### src/rtl/rgb_led_pwm_ctrl_if.sv
// Register write channel for the RGB LED PWM controller: valid/ready handshake
// carrying a 2-bit register address and 8-bit data.
interface rgb_led_pwm_ctrl_if;
    logic       wr_valid;
    logic       wr_ready;
    logic [1:0] wr_addr;
    logic [7:0] wr_data;

    modport master (
        output wr_valid,
        output wr_addr,
        output wr_data,
        input  wr_ready
    );

    modport slave (
        input  wr_valid,
        input  wr_addr,
        input  wr_data,
        output wr_ready
    );
endinterface

### src/rtl/rgb_led_pwm_ctrl.sv
// Three-channel 8-bit PWM driver for the board RGB LED with OFF/STATIC/BLINK/FADE
// modes; configuration is double-buffered and only takes effect at frame boundaries.
module rgb_led_pwm_ctrl #(
    parameter int PRESCALE = 48
) (
    input  logic              clock,
    input  logic              reset,
    rgb_led_pwm_ctrl_if.slave wr,
    output logic              led_r,
    output logic              led_g,
    output logic              led_b,
    output logic              frame
);

    typedef enum logic [1:0] {
        MODE_OFF    = 2'b00,
        MODE_STATIC = 2'b01,
        MODE_BLINK  = 2'b10,
        MODE_FADE   = 2'b11
    } mode_t;

    localparam int PW = (PRESCALE > 1) ? $clog2(PRESCALE) : 1;

    logic [PW-1:0]   r_pre_cnt;
    logic [7:0]      r_pwm_cnt;
    logic            r_ready;
    logic [2:0][7:0] r_sh_duty;
    mode_t           r_sh_mode;
    logic [5:0]      r_sh_period;
    logic [2:0][7:0] r_act_duty;
    logic [5:0]      r_act_period;
    mode_t           r_mode;
    mode_t           w_mode_next;
    logic [5:0]      r_frame_cnt;
    logic            r_blink_on;
    logic [7:0]      r_level;
    logic            r_dir_down;

    logic            w_tick;
    logic            w_frame_end;
    logic            w_wr_fire;
    logic [5:0]      w_p;
    logic [8:0]      w_level_sum;
    logic [2:0][7:0] w_eff;

    assign wr.wr_ready   = r_ready & ~reset;
    assign w_tick        = (r_pre_cnt == PW'(PRESCALE - 1));
    assign w_frame_end   = w_tick && (r_pwm_cnt == 8'hFF);
    assign w_wr_fire     = wr.wr_valid && wr.wr_ready;
    assign w_p           = (r_act_period == 6'd0) ? 6'd1 : r_act_period;
    assign w_level_sum   = {1'b0, r_level} + {3'b000, w_p};

    always_ff @(posedge clock) begin
        if (reset) begin
            r_pre_cnt <= '0;
            r_pwm_cnt <= '0;
            r_ready   <= 1'b0;
        end else begin
            r_ready   <= 1'b1;
            r_pre_cnt <= w_tick ? '0 : r_pre_cnt + PW'(1);
            if (w_tick) begin
                r_pwm_cnt <= r_pwm_cnt + 8'd1;
            end
        end
    end

    always_ff @(posedge clock) begin
        if (reset) begin
            r_sh_duty   <= '0;
            r_sh_mode   <= MODE_OFF;
            r_sh_period <= '0;
        end else if (w_wr_fire) begin
            case (wr.wr_addr)
                2'd0:    r_sh_duty[0] <= wr.wr_data;
                2'd1:    r_sh_duty[1] <= wr.wr_data;
                2'd2:    r_sh_duty[2] <= wr.wr_data;
                default: begin
                    r_sh_mode   <= mode_t'(wr.wr_data[7:6]);
                    r_sh_period <= wr.wr_data[5:0];
                end
            endcase
        end
    end

    // Active config reads the shadow as it stood before this edge, so a write
    // landing on frame_end is deferred to the following frame.
    always_ff @(posedge clock) begin
        if (reset) begin
            r_act_duty   <= '0;
            r_act_period <= '0;
        end else if (w_frame_end) begin
            r_act_duty   <= r_sh_duty;
            r_act_period <= r_sh_period;
        end
    end

    always_ff @(posedge clock) begin
        if (reset) begin
            r_mode <= MODE_OFF;
        end else begin
            r_mode <= w_mode_next;
        end
    end

    always_comb begin
        w_mode_next = r_mode;
        if (w_frame_end) begin
            w_mode_next = r_sh_mode;
        end
    end

    // Per-frame effect state advances with the period of the frame just ended.
    always_ff @(posedge clock) begin
        if (reset) begin
            r_frame_cnt <= '0;
            r_blink_on  <= 1'b1;
            r_level     <= '0;
            r_dir_down  <= 1'b0;
        end else if (w_frame_end) begin
            if (r_sh_mode != r_mode) begin
                r_frame_cnt <= '0;
                r_blink_on  <= 1'b1;
                r_level     <= '0;
                r_dir_down  <= 1'b0;
            end else if (r_mode == MODE_BLINK) begin
                if (r_frame_cnt >= w_p - 6'd1) begin
                    r_frame_cnt <= '0;
                    r_blink_on  <= ~r_blink_on;
                end else begin
                    r_frame_cnt <= r_frame_cnt + 6'd1;
                end
            end else if (r_mode == MODE_FADE) begin
                if (!r_dir_down) begin
                    if (w_level_sum >= 9'd255) begin
                        r_level    <= 8'd255;
                        r_dir_down <= 1'b1;
                    end else begin
                        r_level    <= w_level_sum[7:0];
                    end
                end else begin
                    if (r_level <= {2'b00, w_p}) begin
                        r_level    <= 8'd0;
                        r_dir_down <= 1'b0;
                    end else begin
                        r_level    <= r_level - {2'b00, w_p};
                    end
                end
            end
        end
    end

    always_comb begin
        w_eff = '0;
        for (int c = 0; c < 3; c++) begin
            case (r_mode)
                MODE_STATIC: w_eff[c] = r_act_duty[c];
                MODE_BLINK:  w_eff[c] = r_blink_on ? r_act_duty[c] : 8'd0;
                MODE_FADE:   w_eff[c] = 8'((16'(r_act_duty[c]) * 16'(r_level)) >> 8);
                default:     w_eff[c] = 8'd0;
            endcase
        end
    end

    always_ff @(posedge clock) begin
        if (reset) begin
            led_r <= 1'b0;
            led_g <= 1'b0;
            led_b <= 1'b0;
            frame <= 1'b0;
        end else begin
            led_r <= (r_pwm_cnt < w_eff[0]);
            led_g <= (r_pwm_cnt < w_eff[1]);
            led_b <= (r_pwm_cnt < w_eff[2]);
            frame <= w_frame_end;
        end
    end

endmodule

### src/flat_wrapper.sv
// flat-port wrapper written by rule: the top's interface ports become plain ports
module rgb_led_pwm_ctrl_flat 
#(
    parameter int PRESCALE = 48
)
  (clock, reset, led_r, led_g, led_b, frame, wr_wr_valid, wr_wr_addr, wr_wr_data, wr_wr_ready);
  rgb_led_pwm_ctrl_if wr_i ();
  input  logic clock;
  input  logic reset;
  output logic led_r;
  output logic led_g;
  output logic led_b;
  output logic frame;
  input wire logic [$bits(wr_i.wr_valid)-1:0] wr_wr_valid;
  input wire logic [$bits(wr_i.wr_addr)-1:0] wr_wr_addr;
  input wire logic [$bits(wr_i.wr_data)-1:0] wr_wr_data;
  output wire logic [$bits(wr_i.wr_ready)-1:0] wr_wr_ready;
  assign wr_i.wr_valid = wr_wr_valid;
  assign wr_i.wr_addr = wr_wr_addr;
  assign wr_i.wr_data = wr_wr_data;
  assign wr_wr_ready = wr_i.wr_ready;
  rgb_led_pwm_ctrl #(.PRESCALE(PRESCALE)) u_core (.clock(clock), .reset(reset), .wr(wr_i), .led_r(led_r), .led_g(led_g), .led_b(led_b), .frame(frame));
endmodule
### config.mk
export PLATFORM = sky130hd
export DESIGN_NAME = rgb_led_pwm_ctrl_flat
export DESIGN_NICKNAME = d
export VERILOG_FILES = /design/src/rtl/rgb_led_pwm_ctrl_if.sv /design/src/rtl/rgb_led_pwm_ctrl.sv /design/src/flat_wrapper.sv
export SDC_FILE = /design/constraint.sdc
export NUM_CORES = 1
export LEC_CHECK = 0
export CORE_ASPECT_RATIO = 0.5
export CORE_MARGIN = 2
export CORE_UTILIZATION = 40
export DETAILED_ROUTE_END_ITERATION = 16
export PLACE_DENSITY = 0.53
export SETUP_SLACK_MARGIN = 0.15
export SYNTH_ARGS = -nofsm -noshare
export SYNTH_HDL_FRONTEND = slang
export SYNTH_SLANG_ARGS = --single-unit
### constraint.sdc
create_clock -name clock -period 16.76 [get_ports clock]
set_input_delay 5.028 -clock clock [delete_from_list [all_inputs] [get_ports clock]]
set_output_delay 5.028 -clock clock [all_outputs]
set_load 0.01 [all_outputs]
==> metrics.txt <==
MaxCap Viol Count=0; synth warn=0; DR vias=8576; Synth Cell Area=0.0111 mm²; WL per Instance=16.6 µm; Cell Pwr Density=39.1 mW/mm²; area grow syn2layout=7.36%; minimum clock period=11.30 ns; Crit Path Max Fanout=33; count of pins over their slew limit=0; endpoints failing setup=0; share of cells above drive strength 1=3.70%; final core occ=43.4%; dpl hpwl=20000 µm; Primary FF master, synth=dfxtp_1; CTS clock-pin slew for the worst setup and hold paths=0.08 ns; RSZ-0062 raised after global routing=no; CP top delay family=buffers and inverters; Clk Latency, worst-skew pair=0.35 ns; Slew headroom=27.9%; I/O Pins=18; post-route ant nets=0; r2r setup slk=10.18 ns; first-pass GRT wire length=45800 µm; # nets final=1526; period utilization=67.4%; CTS Root Cell=clkbuf_16; CP bufs+invs=2; Congestion Overflow GR=0; #FFs+latches synth=99; initial antenna violation count=1; Die Y=122 µm; syn avg cell area=8.64 µm²; pin slew with the least headroom to its limit=1.08 ns; VDD IR max=0.0000564 V; critical path class=in -> out; Die Wd=240 µm; largest net degree at the start of global routing=60; Starting DRT DRC Count=460; type of origin of the critical path=input pin; Total GRT Usage=20.0%; critical-path cell list=buf_2, nor2b_1, clkdlybuf4s50_1; Post-Syn Nets=1548; Post-route DRC=0; postcts setup bufs=0; Max Freq=88.5 MHz; Netlist cell types=66; Max stage delay on crit path=between 0.5 and 0.6 ns; DRT Wirelength=27400 µm; IO Port Bufs=17; Cells after Synth=approximately 1300; # clock sinks=99; post-synthesis async set-or-reset flop share=0%; vias in the first global route=between 8000 and 9000; Clock Tree Buf Depth=2; CP max stage cell=buf_2; Lkg Pwr=5.75 nW; outcome=finished, final reports clean; crit path DAT=between 6 and 7 ns; CTS buffer count=9; GPL Wtd Cong=0.794; Post-synth EDFFs=0; Hold Fails Final Rpt=0; Via density=5.19; hold buffers post-CTS=0; TritonRoute pass-1 iters=5; sum of negative setup slack=0 ns; crit end category=primary output; die area=0.0292 mm²; worst endpoint required time=11.73 ns; Clock Skews=0.0119 ns; starting density of the core=40.4%; Hold WC Path Type=reg -> reg; Seq/Total Area, Yosys=17.8%; post_cts resized=0; num rows=43; CTS tree=done; total core area=0.0275 mm²; H-tree Lvls=3
-- final timing paths --
path	start	to	cells after the start
worst max-delay path	reset	wr_wr_ready	3
worst min-delay path	u_core.r_sh_duty[23]	u_core.r_act_duty[23]	2
worst max register to register	u_core.r_level[6]	u_core.led_g	21
worst min register to register	u_core.r_sh_duty[23]	u_core.r_act_duty[23]	2
-- cells by family after synthesis --
logic type,synth area share [%]
AO/OA/AOI/OAI,11.4
XOR/XNOR,3.47
adder cells (fa/ha/maj),35.3
buffers and inverters,7.49
flip-flops,17.8
multiplexers,3.15
AND/OR/NAND/NOR,21.4
-- through the flow --
| step | hold slack, ns | worst slack, ns | instances | total power [mW] | instance area (µm²) |
|---|---|---|---|---|---|
| floorplan | 0.427 | 6.28 | 1286 | 0.251 | 11100 |
| global placement | 0.436 | 5.50 | 1635 | 0.257 | 11600 |
| detailed placement | 0.444 | 5.47 | 1635 | 0.258 | 11600 |
| CTS | 0.452 | 5.46 | 1651 | 0.472 | 11900 |
| global route | 0.471 | 5.37 | 1651 | 0.483 | 11900 |
| finish | 0.453 | 5.46 | 1652 | 0.466 | 11900 |
-- worst reg2reg max path, cell delays in order (launching register included) --
cell	delay, ns
dfxtp_2	0.87
and2_1	0.27
fa_1	0.46
fa_1	0.52
fa_1	0.55
inv_1	0.06
fa_1	0.53
inv_1	0.04
ha_1	0.26
a21o_1	0.20
a21o_1	0.17
a211oi_1	0.30
nor2_1	0.11
a211o_1	0.30
a221oi_1	0.36
ha_1	0.32
nand4_1	0.13
nor2_1	0.06
a2111oi_0	0.62
nand2_1	0.11
a31o_2	0.24
nand2_1	0.05
-- Yosys cell counts (17+ instances only) --
cell type	n	area [µm²]
clkbuf_1	46	173
dfxtp_1	99	1980
fa_1	107	2140
nor2_1	74	278
mux2i_1	35	350
and2_1	155	970
xor2_1	18	158
ha_1	142	1780
o21ai_0	19	95.1
nand2_1	134	503
inv_1	159	597
xnor2_1	26	228
a21oi_1	63	315
nand4_1	17	106
-- flip-flops by register name (all words and copies together) (netlist names), 6 cells and up --
name / count
u_core.r_sh_period: 6
u_core.r_sh_duty: 24
u_core.r_pre_cnt: 6
u_core.r_level: 8
u_core.r_pwm_cnt: 8
u_core.r_act_period: 6
u_core.r_act_duty: 24
u_core.r_frame_cnt: 6
-- power by group --
part	internal (mW)	switching, mW
combinational	0.00527	0.00879
clock	0.108	0.106
sequential	0.237	0.00110
total	0.350	0.116
-- area by class of cell --
cell class / instances / area, µm²
antenna: 1 / 2.50
fill: 2735 / 15600
inverter: 159 / 597
timing repair buffer: 28 / 248
sequential: 99 / 1980
tap: 382 / 478
clock inverter: 7 / 93.8
multi-input combinational: 967 / 8300
clock buffer: 9 / 225
-- placed cells by master (no fill, tap or decap), types with 5 or more instances in the layout --
master	synthesis	layout
o211ai_1	6	6
or3_1	8	8
nor2b_1	5	5
a22oi_1	16	16
fa_1	107	107
o21ai_1	5	5
mux2i_1	35	34
buf_4	1	11
nand4_1	17	17
nor2_1	74	74
nand2_1	134	134
a2111oi_0	6	6
a21oi_1	63	63
o31ai_1	5	5
nand2b_1	9	9
dfxtp_1	99	98
xnor2_1	26	26
a21o_1	16	16
o21ai_0	19	19
clkbuf_16	0	9
nand3_1	12	12
ha_1	142	142
and2_1	155	155
clkdlybuf4s50_1	0	16
inv_1	159	159
xor2_1	18	18
nor3_1	15	15
-- metal layers --
layer,up-vias,wire length [µm],GRT usage (%)
met3,14,1050,2.27
met2,141,12000,31.7
li1,4202,-,-
met1,4219,14100,29.7
met5,-,0,0
met4,0,226,3.16
Power figures use the tool's default switching activity.
==> variant 1: new RTL, same settings <==
`PRESCALE` is set to 48 in 2 places; all go to 24.
--- a/src/rtl/rgb_led_pwm_ctrl.sv
+++ b/src/rtl/rgb_led_pwm_ctrl.sv
@@ -1,7 +1,7 @@
 // Three-channel 8-bit PWM driver for the board RGB LED with OFF/STATIC/BLINK/FADE
 // modes; configuration is double-buffered and only takes effect at frame boundaries.
 module rgb_led_pwm_ctrl #(
-    parameter int PRESCALE = 48
+    parameter int PRESCALE = 24
 ) (
     input  logic              clock,
     input  logic              reset,
--- a/src/flat_wrapper.sv
+++ b/src/flat_wrapper.sv
@@ -1,7 +1,7 @@
 // flat-port wrapper written by rule: the top's interface ports become plain ports
 module rgb_led_pwm_ctrl_flat 
 #(
-    parameter int PRESCALE = 48
+    parameter int PRESCALE = 24
 )
   (clock, reset, led_r, led_g, led_b, frame, wr_wr_valid, wr_wr_addr, wr_wr_data, wr_wr_ready);
   rgb_led_pwm_ctrl_if wr_i ();
Function: no difference found for any inputs over 10 cycles, from zero or initial values and one cycle with reset high; that may be too few to reach the edited logic, so the function may still have changed.
==> variant 1 against the unedited design <==
- sequential share of layout area up 0.13 points
- critical endpoint unchanged
- sequential cell count decreased by 1
- core utilization is 0.56 points higher
- power rose by 1.1%
- register-to-register slack improved by 0.17 ns
- cell area decreased by 1.8%
- routed wire length decreased by 2.6%
- worst hold slack better by 0.0035 ns
- non-clock buffer count grew 3
- setup slack gained 0.18 ns
- area after synthesis fell by 1.5%
- clock skew is 0.0016 ns lower
==> variant 1: results (changes against the unedited design) <==
status = complete, no violations
internal power = 360 uW (+3.0%)
gr usage total = 0.198 (-0.00247)
first-pass GRT wire length = 44.8 mm (-2.2%)
CTS clock-pin slew for the worst setup and hold paths = 0.08 ns (about the same)
layout cells sized above 1 = 0.0313 (-0.00579)
via/cell ratio = 5.26 (+1.3%)
slew margin rel. = 0.416 (+0.137)
WP data arrival = 6.09 ns (-0.18 ns)
Crit-path slowest cell = clkdlybuf4s50_1
largest registers = u_core.r_act_duty: 24 flops, u_core.r_sh_duty: 24 flops
Ys Warns = 0 (unchanged)
register area share after synthesis = 0.179 (+0.000926)
synth cell count leaders = and2_1, inv_1, ha_1
syn_nets = 1531 (-1.1%)
dpl hpwl = 19.8 mm (-1.0%)
Resized Gates After CTS = 0 (unchanged)
H-tree depth = 3 (unchanged)
routability cong. = 0.830 (+4.5%)
VDD IR max = 0.0000510 V (-9.6%)
CP delay by family, top = buffers and inverters
Post-CTS Setup Bufs = 0 (unchanged)
drt first-iter violations = 400 (-13%)
vias in the first global route = 8671 (+0.69%)
WL/cell = 16.7 um (+0.60%)
antenna violations before repair = 0 (-1)
Antenna diodes = 0 (-1)
Synth area leaders = fa_1, dfxtp_1, ha_1
largest net degree at the start of global routing = 86 (+43%)
Layout Skew = 0.0103 ns (-0.00159 ns)
CP peak stage delay = 0.62 ns (+0.10 ns)
asr flop ratio synth = 0 (unchanged)
Synth cell types = 65 (-1.5%)
Leak = 0.00567 uW (-1.4%)
drt pass-1 iters = 7 (+2)
CP max FO = 3 (-91%)
variant 1: power groups by stage:
stage          logic, uW  clock network, uW  registers, uW
2_1_floorplan       7.14                  0            241
5_1_grt             15.1                237            236
3_3_place_gp        13.8                  0            241
6_report            13.8                222            235
4_1_cts             14.0                228            235
3_5_place_dp        14.0                  0            241
variant 1: cells by family (layout without fill, tap and decap cells):
kind of cell / Yosys count / after routing / share of synthesized area
and+or+nand+nor: 437 / 437 / 0.206
adders and majority gates: 249 / 249 / 0.358
buffers and inverters: 225 / 204 / 0.0785
AOI/OAI and AO/OA: 177 / 177 / 0.107
DFF: 98 / 98 / 0.179
xor gates and xnor gates: 45 / 45 / 0.0360
muxes: 38 / 38 / 0.0348
variant 1: final cells by class:
class	instances	area, um2
fillers	2618	14900
multi-input cells	946	8120
clock inverters	7	96.3
clock buffers	9	225
flip-flops and latches	98	1960
well taps	352	440
repair buffers	31	270
inverters	157	589
variant 1: final timing paths:
kind,startpoint,slack (ns),to,cells after the start
worst max-delay path,reset,5.64,wr_wr_ready,3
worst min-delay path,u_core.r_pre_cnt[0],0.46,u_core.r_pre_cnt[0],1
worst max register to register,u_core.r_level[7],10.35,u_core.led_g,22
worst min register to register,u_core.r_pre_cnt[0],0.46,u_core.r_pre_cnt[0],1
variant 1: worst register-to-register path, stage by stage (launching register included):
cell and delay (ns):
dfxtp_1 0.73, nand2_1 0.18, fa_1 0.53, fa_1 0.55, inv_1 0.05, fa_1 0.53, inv_1 0.06, fa_1 0.53
inv_1 0.04, ha_1 0.21, nor4_1 0.31, o21ai_0 0.22, a41oi_1 0.44, o21bai_1 0.16, xnor2_1 0.18, a2bb2oi_1 0.20
ha_1 0.27, o21a_1 0.11, o21a_1 0.17, o2111ai_1 0.21, nor2_1 0.07, a2111oi_0 0.42, o21a_1 0.20
variant 1: through the flow:
step                      cells  power [uW]   util  setup slack (ns)  area, um2
after floorplan            1269         248      -              6.47      10900
after global placement     1584         255  0.427              5.64      11400
after detailed placement   1584         255  0.427              5.64      11400
after CTS                  1600         477  0.439              5.62      11700
after global routing       1600         488  0.439              5.58      11700
final                      1600         471  0.439              5.64      11700
variant 1: per-layer routing:
layer | wire (um) | track usage | vias to the layer above
li1 | - | - | 4086
met1 | 12900 | 0.270 | 4168
met2 | 12400 | 0.338 | 133
met3 | 942 | 0.0214 | 28
met4 | 373 | 0.0472 | 0
met5 | 0 | 0 | -
==> variant 2: new RTL, same flow settings <==
Without the edit above. The output `led_r` loses its register stage (`led_r` becomes a continuous assignment).
--- a/src/rtl/rgb_led_pwm_ctrl.sv
+++ b/src/rtl/rgb_led_pwm_ctrl.sv
@@ -163,17 +163,17 @@
 
     always_ff @(posedge clock) begin
         if (reset) begin
-            led_r <= 1'b0;
             led_g <= 1'b0;
             led_b <= 1'b0;
             frame <= 1'b0;
         end else begin
-            led_r <= (r_pwm_cnt < w_eff[0]);
             led_g <= (r_pwm_cnt < w_eff[1]);
             led_b <= (r_pwm_cnt < w_eff[2]);
             frame <= w_frame_end;
         end
     end
 
+    assign led_r = (r_pwm_cnt < w_eff[0]);
+
 endmodule
 
Formal check against the unedited RTL: no difference found for any inputs over 10 cycles, from zero or initial values and one cycle with reset high; that may be too few to reach the edited logic, so the function may still have changed.
==> variant 2 against the unedited design <==
- sequential cell count shrank 1
- routed wire length up 7.2%
- largest cell class unchanged
- synthesized cell count up 0.16%
- critical path type is now flop to primary output
- cell area rose by 0.23%
- cell count up 0.42%
- count of clock-buffer cells in the layout is 1 higher
- power down 0.31%
- area after synthesis up 0.17%
- non-clock buffer count is 5 higher
- critical endpoint is now led_r
- setup slack got worse by 0.80 ns
==> variant 2: results (changes against the unedited design) <==
status = complete, no violations
via/cell ratio = 5.23 (+0.69%)
final setup margin = 4.66 ns (-0.800 ns)
Hold Path Sink = u_core.r_act_duty[16]
Worst setup startpoint = u_core.r_level[2]
first-pass GRT wire length = 47.6 mm (+3.8%)
fin area = 0.0120 mm2 (+0.23%)
r2r startpoint = u_core.r_level[5]
R2R Setup Slk = 10.51 ns (+0.33 ns)
Crit-path slowest cell = dfxtp_1
CP delay by family, top = adder cells
XOR/XNOR share of the synthesized area = 0.0362 (+0.00152)
fin nets = 1533 (+0.46%)
drt first-iter violations = 544 (+18%)
worst reg-to-reg path cell count = 22 (+4.8%)
crit path to = led_r
vias in the first global route = 8802 (+2.2%)
slew margin rel. = 0.303 (+0.0237)
syn_nets = 1550 (+0.13%)
WHS = 0.460 ns (+0.00720 ns)
mux contribution to synthesized area = 0.0334 (+0.00186)
CP max FO = 27 (-18%)
gr usage total = 0.212 (+0.0122)
syn avg cell area = 8.64 um2 (about the same)
VDD IR max = 0.0000385 V (-32%)
layout cells sized above 1 = 0.0345 (-0.00255)
DR vias = 8672 (+1.1%)
Synth Area in Compound Gates = 0.117 (+0.00341)
Post-Synth Adder-Cell Area = 0.352 (-0.000595)
WP data arrival = 7.07 ns (+0.80 ns)
Synth area leaders = fa_1, dfxtp_1, ha_1
hold_sp = u_core.r_sh_duty[16]
WL/cell = 17.7 um (+6.7%)
largest net degree at the start of global routing = 59 (-1.7%)
internal power = 358 uW (+2.2%)
dpl ws = 5.06 ns (-0.407 ns)
dpl hpwl = 22.5 mm (+12%)
Synth cell types = 65 (-1.5%)
-- variant 2: changes by cell type after synthesis, moves of 5 or more --
cell      delta
a211oi_1     +5
a21oi_1      +7
inv_1        -8
nand2_1      -9
nand3b_1     +5
o21a_1       +6
o21ai_1      -5
-- variant 2: tightest hold or removal path, cell delays in order, from the launching register on --
cell and delay [ns]:
dfxtp_1 0.31, nand2_1 0.05, a21oi_1 0.05
-- variant 2: layout make-up --
cell class	count	share of cell area
Timing Repair Buffer	33	0.0239
Tap cell	382	0.0400
Clock inverter	6	0.00639
Sequential cell	98	0.164
Inverter	151	0.0474
Antenna cell	1	0.000209
Clock buffer	10	0.0192
Multi-Input combinational cell	978	0.699
-- variant 2: per-layer routing --
| metal | vias up | routed length (um) | global-route usage |
|---|---|---|---|
| met5 | - | 0 | 0 |
| met4 | 0 | 409 | 0.0501 |
| met3 | 28 | 1540 | 0.0399 |
| met2 | 138 | 12900 | 0.342 |
| met1 | 4274 | 14500 | 0.296 |
| li1 | 4232 | - | - |
